**src/rtl/bus_cycle_sched.sv**
```systemverilog
// bus_cycle_sched: round-robin arbiter and T1-T4 bus cycle sequencer for a
// shared 8088-style system bus, with wait-state insertion, wait timeout and
// chip-select decode.
//
// Ports:
//   CLK, RESET                 bus clock, asynchronous active-high reset
//   req*/iom*/we*/addr*/wdata* requester transaction (level request)
//   gnt0, gnt1                 request captured (combinational, IDLE only)
//   done0, done1, err          cycle completion pulse, timeout flag
//   rdata                      read data, valid with done, held otherwise
//   ALE, IOM, RD, WR, A        bus control / address (RD, WR active low)
//   D_out, D_oe, D_in          bus data out / drive enable / data in
//   READY                      device ready, sampled in T3 and TW only
//   CS                         one-hot chip selects, held T1..T4
module bus_cycle_sched #(
  parameter int unsigned WAIT_MAX   = 8,
  parameter logic [7:0]  IO_HI_BASE = 8'hFF
) (
  input  logic        CLK,
  input  logic        RESET,
  input  logic        req0,
  input  logic        req1,
  input  logic        iom0,
  input  logic        iom1,
  input  logic        we0,
  input  logic        we1,
  input  logic [19:0] addr0,
  input  logic [19:0] addr1,
  input  logic [7:0]  wdata0,
  input  logic [7:0]  wdata1,
  output logic        gnt0,
  output logic        gnt1,
  output logic        done0,
  output logic        done1,
  output logic        err,
  output logic [7:0]  rdata,
  output logic        ALE,
  output logic        IOM,
  output logic        RD,
  output logic        WR,
  output logic [19:0] A,
  output logic [7:0]  D_out,
  output logic        D_oe,
  input  logic [7:0]  D_in,
  input  logic        READY,
  output logic [3:0]  CS
);

  localparam int unsigned AW    = 20;
  localparam int unsigned DW    = 8;
  localparam int unsigned CSW   = 4;
  localparam int unsigned CNT_W = (WAIT_MAX < 1) ? 1 : $clog2(WAIT_MAX + 1);

  typedef enum logic [2:0] {
    S_IDLE = 3'd0,
    S_T1   = 3'd1,
    S_T2   = 3'd2,
    S_T3   = 3'd3,
    S_TW   = 3'd4,
    S_T4   = 3'd5
  } state_e;

  state_e           state_q, state_d;
  logic             prio_q, prio_d;      // 1: req1 wins a tie next time
  logic             owner_q, owner_d;    // requester owning the bus cycle
  logic             we_q, we_d;
  logic [DW-1:0]    wdata_q, wdata_d;
  logic [CNT_W-1:0] wcnt_q, wcnt_d;
  logic             ale_q, ale_d;
  logic             rd_q, rd_d;
  logic             wr_q, wr_d;
  logic             doe_q, doe_d;
  logic [DW-1:0]    dout_q, dout_d;
  logic [AW-1:0]    a_q, a_d;
  logic             iom_q, iom_d;
  logic [CSW-1:0]   cs_q, cs_d;
  logic             done0_q, done0_d;
  logic             done1_q, done1_d;
  logic             err_q, err_d;
  logic [DW-1:0]    rdata_q, rdata_d;

  logic             sel1_c;      // req1 wins arbitration this cycle
  logic             req_any_c;
  logic             end_cyc_c;   // current cycle moves to T4
  logic             tmo_c;       // move to T4 is a timeout abort

  // Chip-select decode of a captured request
  function automatic logic [CSW-1:0] cs_decode(input logic iom, input logic [AW-1:0] addr);
    logic [CSW-1:0] cs;
    if (!iom) begin
      cs = addr[19] ? CSW'(4'b0010) : CSW'(4'b0001);
    end else begin
      cs = (addr[15:8] == IO_HI_BASE) ? CSW'(4'b0100) : CSW'(4'b1000);
    end
    return cs;
  endfunction

  // Round-robin: a lone requester wins; on a tie the one not granted last wins
  assign req_any_c = req0 || req1;
  assign sel1_c    = req1 && (!req0 || prio_q);

  // Grant is visible in the IDLE cycle whose closing edge captures the request
  assign gnt0 = (state_q == S_IDLE) && req_any_c && !sel1_c;
  assign gnt1 = (state_q == S_IDLE) && sel1_c;

  assign done0 = done0_q;
  assign done1 = done1_q;
  assign err   = err_q;
  assign rdata = rdata_q;
  assign ALE   = ale_q;
  assign IOM   = iom_q;
  assign RD    = rd_q;
  assign WR    = wr_q;
  assign A     = a_q;
  assign D_out = dout_q;
  assign D_oe  = doe_q;
  assign CS    = cs_q;

  // State and output registers
  always_ff @(posedge CLK or posedge RESET) begin
    if (RESET) begin
      state_q <= S_IDLE;
      prio_q  <= 1'b0;
      owner_q <= 1'b0;
      we_q    <= 1'b0;
      wdata_q <= '0;
      wcnt_q  <= '0;
      ale_q   <= 1'b0;
      rd_q    <= 1'b1;
      wr_q    <= 1'b1;
      doe_q   <= 1'b0;
      dout_q  <= '0;
      a_q     <= '0;
      iom_q   <= 1'b0;
      cs_q    <= '0;
      done0_q <= 1'b0;
      done1_q <= 1'b0;
      err_q   <= 1'b0;
      rdata_q <= '0;
    end else begin
      state_q <= state_d;
      prio_q  <= prio_d;
      owner_q <= owner_d;
      we_q    <= we_d;
      wdata_q <= wdata_d;
      wcnt_q  <= wcnt_d;
      ale_q   <= ale_d;
      rd_q    <= rd_d;
      wr_q    <= wr_d;
      doe_q   <= doe_d;
      dout_q  <= dout_d;
      a_q     <= a_d;
      iom_q   <= iom_d;
      cs_q    <= cs_d;
      done0_q <= done0_d;
      done1_q <= done1_d;
      err_q   <= err_d;
      rdata_q <= rdata_d;
    end
  end

  // Next state and next registered outputs
  always_comb begin
    state_d   = state_q;
    prio_d    = prio_q;
    owner_d   = owner_q;
    we_d      = we_q;
    wdata_d   = wdata_q;
    wcnt_d    = wcnt_q;
    ale_d     = 1'b0;
    rd_d      = rd_q;
    wr_d      = wr_q;
    doe_d     = doe_q;
    dout_d    = dout_q;
    a_d       = a_q;
    iom_d     = iom_q;
    cs_d      = cs_q;
    done0_d   = 1'b0;
    done1_d   = 1'b0;
    err_d     = 1'b0;
    rdata_d   = rdata_q;
    end_cyc_c = 1'b0;
    tmo_c     = 1'b0;

    case (state_q)
      S_IDLE: begin
        if (req_any_c) begin
          state_d = S_T1;
          ale_d   = 1'b1;
          owner_d = sel1_c;
          prio_d  = !sel1_c;
          we_d    = sel1_c ? we1    : we0;
          wdata_d = sel1_c ? wdata1 : wdata0;
          a_d     = sel1_c ? addr1  : addr0;
          iom_d   = sel1_c ? iom1   : iom0;
          cs_d    = sel1_c ? cs_decode(iom1, addr1) : cs_decode(iom0, addr0);
          wcnt_d  = '0;
        end
      end
      S_T1: begin
        state_d = S_T2;
        rd_d    = we_q;
        wr_d    = !we_q;
        doe_d   = we_q;
        if (we_q) begin
          dout_d = wdata_q;
        end
      end
      S_T2: begin
        state_d = S_T3;
      end
      S_T3: begin
        if (READY) begin
          end_cyc_c = 1'b1;
        end else begin
          state_d = S_TW;
          wcnt_d  = CNT_W'(1);
        end
      end
      S_TW: begin
        if (READY) begin
          end_cyc_c = 1'b1;
        end else if (wcnt_q == CNT_W'(WAIT_MAX)) begin
          end_cyc_c = 1'b1;
          tmo_c     = 1'b1;
        end else begin
          wcnt_d = wcnt_q + CNT_W'(1);
        end
      end
      S_T4: begin
        state_d = S_IDLE;
        cs_d    = '0;
      end
      default: begin
        state_d = S_IDLE;
      end
    endcase

    // Common T3/TW exit: release strobes, report completion, latch read data
    if (end_cyc_c) begin
      state_d = S_T4;
      rd_d    = 1'b1;
      wr_d    = 1'b1;
      doe_d   = 1'b0;
      done0_d = !owner_q;
      done1_d = owner_q;
      err_d   = tmo_c;
      if (!we_q && !tmo_c) begin
        rdata_d = D_in;
      end
    end
  end

endmodule
```
**config.mk**
```make
export PLATFORM = sky130hd
export DESIGN_NAME = bus_cycle_sched
export DESIGN_NICKNAME = d
export VERILOG_FILES = /design/src/rtl/bus_cycle_sched.sv
export SDC_FILE = /design/constraint.sdc
export NUM_CORES = 1
export LEC_CHECK = 0
export ABC_AREA = 1
export CELL_PAD_IN_SITES_DETAIL_PLACEMENT = 1
export CELL_PAD_IN_SITES_GLOBAL_PLACEMENT = 2
export CORE_AREA = 3 3 160 100
export CTS_CLUSTER_DIAMETER = 60
export DETAILED_ROUTE_END_ITERATION = 6
export DIE_AREA = 0 0 163 103
export PLACE_DENSITY_LB_ADDON = 0.1
export SYNTH_ARGS = -nofsm -noshare
export SYNTH_HDL_FRONTEND = slang
export SYNTH_SLANG_ARGS = --single-unit
```
**constraint.sdc**
```tcl
create_clock -name CLK -period 1.9 [get_ports CLK]
set_input_delay 0.285 -clock CLK [delete_from_list [all_inputs] [get_ports CLK]]
set_output_delay 0.285 -clock CLK [all_outputs]
set_load 0.01 [all_outputs]
```
Word level (Yosys, flattened, before mapping)
Index checks and enable logic that the tools add are counted.
{ "word_totals": {"input_bits": 73, "out_inout_bits": 50, "reg_bits": 66, "elab_cells": 94} }
{ "op_classes": {"n_reduce_logical": 22, "add_sub_neg": 1, "n_mux": 38, "eq_ne": 15} }
{ "ops": {"columns": ["cell", "n"], "rows": [
  ["$mux W4", 10],
  ["$mux W20", 1],
  ["$mux W1", 17],
  ["$eq A8 B8 Y1 const B", 2],
  ["$pmux W3 S5", 1],
  ["$pmux W4 S3", 1],
  ["$ne A2 B2 Y1 const B", 5],
  ["$mux W3", 3],
  ["$mux W8", 1],
  ["$pmux W4 S2", 1],
  ["$reduce_and A2 Y1", 4],
  ["$eq A3 B2 Y1 const B", 2],
  ["$eq A3 B3 Y1 const B", 2],
  ["$ne A3 B3 Y1 const B", 2],
  ["$logic_and A1 B1 Y1", 5],
  ["$logic_not A1 Y1", 5],
  ["$reduce_and A5 Y1", 1],
  ["$add A4 B1 Y4 const B", 1],
  ["$eq A4 B4 Y1 const B", 1],
  ["$mux W2", 2],
  ["$reduce_bool A2 Y1", 2],
  ["$eq A3 B1 Y1 const B", 1],
  ["$logic_not A3 Y1", 1],
  ["$reduce_and A3 Y1", 1],
  ["other kinds (3)", 4]
]} }

Longest topological paths before layout
{ "depth": {"word_depth": 7, "depth_mapped": 10} }

Least setup slack after synthesis
Ideal clock, no wire load.
{ "synth_path": {"kind": "register -> output", "start": "register state_q[0]", "end": "output port gnt0", "path_buffers": 1, "required_ps": 1615, "arrival_ps": 1087, "slack_ps": 528, "path_stages_with_launch": 7, "path_cell_list": "dfrtp_1 -> nor2_4 -> nand2_2 -> nor2_4 -> inv_2 -> nor2_4 -> buf_6"} }
{ "synth_between": {"elab_chain_len": 3} }
{ "synth_rtl": {"columns": ["item", "line", "text"], "rows": [
  ["start: declaration", "63", "state_e state_q, state_d;"],
  ["start signal: assignment", "141", "state_q <= state_d;"],
  ["$logic_not A3 Y1", "103", "assign gnt0 = (state_q == S_IDLE) && req_any_c && !sel1_c;"],
  ["$logic_and A1 B1 Y1 (2 in series)", "103", null],
  ["end: declaration", "31", "output logic gnt0,"]
]} }
No other way between the ends.

Worst setup path in the final report
Ends and elaborated chain as after synthesis.

==> metrics list <==
- The most used flip-flop cell after synthesis is dfrtp_1.
* Slowest stage cell on the critical path: dfrtp_1
* Critical path, cell by cell: nor2_4 > nand2_2 > nor2_4 > inv_2 > nor2_4 > dlygate4sd2_1
- Total nets after synthesis: around 440
- Worst reg2reg path startpoint: state_q[1]
- Gate count after technology mapping: 362
* Number of clock sinks: 66
- Overall via count from detail_route: around 2900
- At the pin with the least slew margin, the transition time is ~0.45 ns.
- In this run the static leakage power is approximately 2.2 nW.
* Number of antenna violations at the first check in global routing: 0
- Share of post-route cells with drive strength above 1: 0.108
* Post-synthesis cell type with the largest combined area: dfrtp_1
* Core area: ~0.014 sq mm
- H-Tree Depth: 3
* Worst slew margin relative to its limit: 0.699
- In this run the tool buffered the top-level ports with approximately 120 buffer cells.
- The repair_antennas step left the layout with diodes totalling 0.
- The largest single stage delay on the critical path is around 0.40 ns.
- Synthesis instantiated 27 different standard cells from the library.
- Yosys warnings: 0
* Total GRT Usage: 0.128
* Crit-path most repeated cell: nor2_4
- First-pass GRT wire length: approximately 17000 um
- The number of global-route vias before repair was slightly above 3000.
* Arr. time, crit path: about 1.5 ns
- Achievable clock frequency: between 0.5 and 0.6 GHz
* Worst endpoint required time: approximately 1.6 ns
* Clock Tree Root: clkbuf_16
- Count of instances resized after the clock tree is built: 2
- Weighted congestion at the end of routability-driven global placement: 0.750
- Once the clock tree was built, the setup fixing pass inserted 0 buffers.
- Clock latency on the worst-skew pair, taken at its later pin, is 0.33 ns.
- Number of nets with antenna violations after routing: 0
* Starting density of the core: 0.210
* Layout net count: 570
* Kind of critical path: reg -> out
- Dividing the detail-routed via count by the number of cells gives about 4.1.
- The die is roughly 160 um wide.
- STA classifies the critical path startpoint as a flop.
- The wire-length estimate of the detail-placed layout is 7720 um.
- Max-capacitance violation count: 0
- Largest cells by area after synthesis: dfrtp_1, nand2_1, nand3_1
- Final setup violation count: 0
- The number of pins with negative max-slew slack in the final report is 0.
- The final count of hold timing violations was 0.
- In this run the power density over the cells is about 1500 mW/mm^2.
* Setup crit end kind: output pin
- Reg2reg path depth: 5
- Average footprint of a synthesized cell: around 8.4 sq um
* Die boundary height: 103 um
- The share of synthesized area in the top cell type comes to 0.528.
- Final routed wire length divided by cell count: 14.8 um
- Max FO, Critical Path: 4
* Io pins: between 100 and 150
* Netlist area before placement: between 0.003 and 0.004 sq mm
* Die area: 0.0168 sq mm
- The first routing iteration left 114 violations.
- In this run the deepest clock path goes through 2 buffers.
* Final min period: ~1.8 ns
- RSZ-0062 raised after global routing: false
- The routed design has between 10000 and 15000 um of wire.
- Clock tree synthesis inserted a total of 9 buffers.
- Yosys mapped a number of flops with a built-in enable equal to 0.
- Most common cell in the netlist: nand2_1
- Across all register-to-register paths, the minimum setup slack is around 0.38 ns.
- Number of DRC violations after detailed routing: 0
- Syn-to-layout area delta: 58.1%
- Worst clock skew: 0.00732 ns
* Fraction of the yosys area taken by sequential cells: 0.545
- Portion of the clock cycle consumed by the worst path in the final layout: 0.939
- TritonCTS built the clock tree.
* Crit. Startpoint: state_q[0]
- Post-Route Hold Slack: approximately 0.30 ns
- Row count: 34
* Synth cell count leaders: nand2_1, dfrtp_1, nand3_1
- Clock-pin slew was measured on the worst setup and hold paths at around 0.06 ns.
- The run finished with clean final reports.
- The endpoint identified for the worst register-to-register timing path is D_out[1].
- The synthesized design contains 66 register bits.
* Leftover overflow at the end of global routing: 0
* IR Drop Worst-Case VDD: around 480 uV
- Length of the first detailed-routing pass in iterations: 4
* Final total negative setup slack: 0 ns
- Post-synth ARST share: 1.00
* Maximum number of pins on one net before global-route repair: 44
* Class of the tightest hold or removal check: in -> async
- Post-CTS Hold Buffers: 0
critical path, delay by kind of cell (launching register included):
| kind | cells | cell delay [ns] |
|---|---|---|
| and+or+nand+nor | 4 | 0.44 |
| DFF | 1 | 0.40 |
| buffers and inverters | 2 | 0.33 |
report_power, final:
group / switching (W) / leakage [nW] / internal (W) / total (W)
registers: 0.000346 / 0.826 / 0.00204 / 0.00239
logic: 0.00166 / 1.24 / 0.00152 / 0.00317
clock network: 0.000602 / 0.138 / 0.000941 / 0.00154
total: 0.00260 / 2.20 / 0.00450 / 0.00711
final cells by class:
cell class                 count  area, sq um
multi-input combinational    253         1180
fill                        1708         9670
clock inverter                 3         15.0
tap                          198          248
inverter                      31          120
sequential                    66         1660
timing repair buffer         134         1320
clock buffer                  12          256
how the worst max path moves through the flow:
stage                 to  cells past startpoint
floorplan           gnt0                      6
global placement    gnt0                      6
detailed placement  gnt0                      6
CTS                 gnt0                      6
global route        gnt0                      6
finish              gnt0                      6
cell families after synthesis:
group                      count (synthesis)  share of synthesized area
buffers and inverters                     43                     0.0660
AOI/OAI and AO/OA                         36                     0.0746
adders and majority gates                  2                    0.00825
xor gates and xnor gates                   2                    0.00577
DFF                                       66                      0.545
and+or+nand+nor                          213                      0.300
placed cells by master, fill, tap and decap left out:
master | Yosys | layout
xor2_1 | 1 | 1
clkinv_2 | 0 | 3
nor3_2 | 1 | 1
nand4_1 | 1 | 1
dlygate4sd2_1 | 0 | 2
clkdlybuf4s50_1 | 0 | 120
nand2_1 | 135 | 135
buf_12 | 0 | 1
nor2_1 | 23 | 23
nor3_1 | 2 | 2
inv_1 | 26 | 25
dfrtp_2 | 0 | 1
nand2_2 | 5 | 5
inv_2 | 5 | 5
o21bai_1 | 2 | 2
nand3_2 | 1 | 1
xnor2_1 | 1 | 1
nor2_4 | 4 | 4
o21ai_2 | 7 | 7
o22ai_1 | 7 | 7
clkbuf_16 | 0 | 9
clkbuf_8 | 0 | 2
buf_4 | 0 | 11
dfrtp_1 | 64 | 63
nand3_1 | 41 | 41
a21oi_2 | 1 | 1
o21ai_0 | 13 | 13
clkinvlp_4 | 0 | 1
ha_1 | 2 | 2
clkbuf_1 | 1 | 1
o211ai_1 | 1 | 1
a21oi_1 | 1 | 1
o21ai_1 | 4 | 4
dfstp_2 | 2 | 2
per-stage QoR:
stage | setup WS, ns | cells | total power (W) | instance area, sq um | utilization
floorplan | 0.528 | 362 | 0.00402 | 3040 | -
global placement | -0.0839 | 682 | 0.00561 | 4530 | 0.313
detailed placement | -0.111 | 682 | 0.00568 | 4530 | 0.313
CTS | 0.0658 | 697 | 0.00726 | 4790 | 0.331
global route | 0.00420 | 697 | 0.00773 | 4800 | 0.332
finish | 0.117 | 697 | 0.00711 | 4800 | 0.332
state kept, by name (all words and copies together), names as in the netlist:
name     flops
owner_q      1
CS           4
done0        1
D_oe         1
RD           1
WR           1
prio_q       1
err          1
state_q      3
wcnt_q       4
ALE          1
IOM          1
we_q         1
wdata_q      8
done1        1
A           20
rdata        8
D_out        8
routing by layer:
metal / track usage / wire length (um)
met4: 0.0331 / 93
met3: 0.0454 / 741
met1: 0.182 / 5430
met2: 0.183 / 4070
met5: 0 / 0
Power figures use the tool's default switching activity.
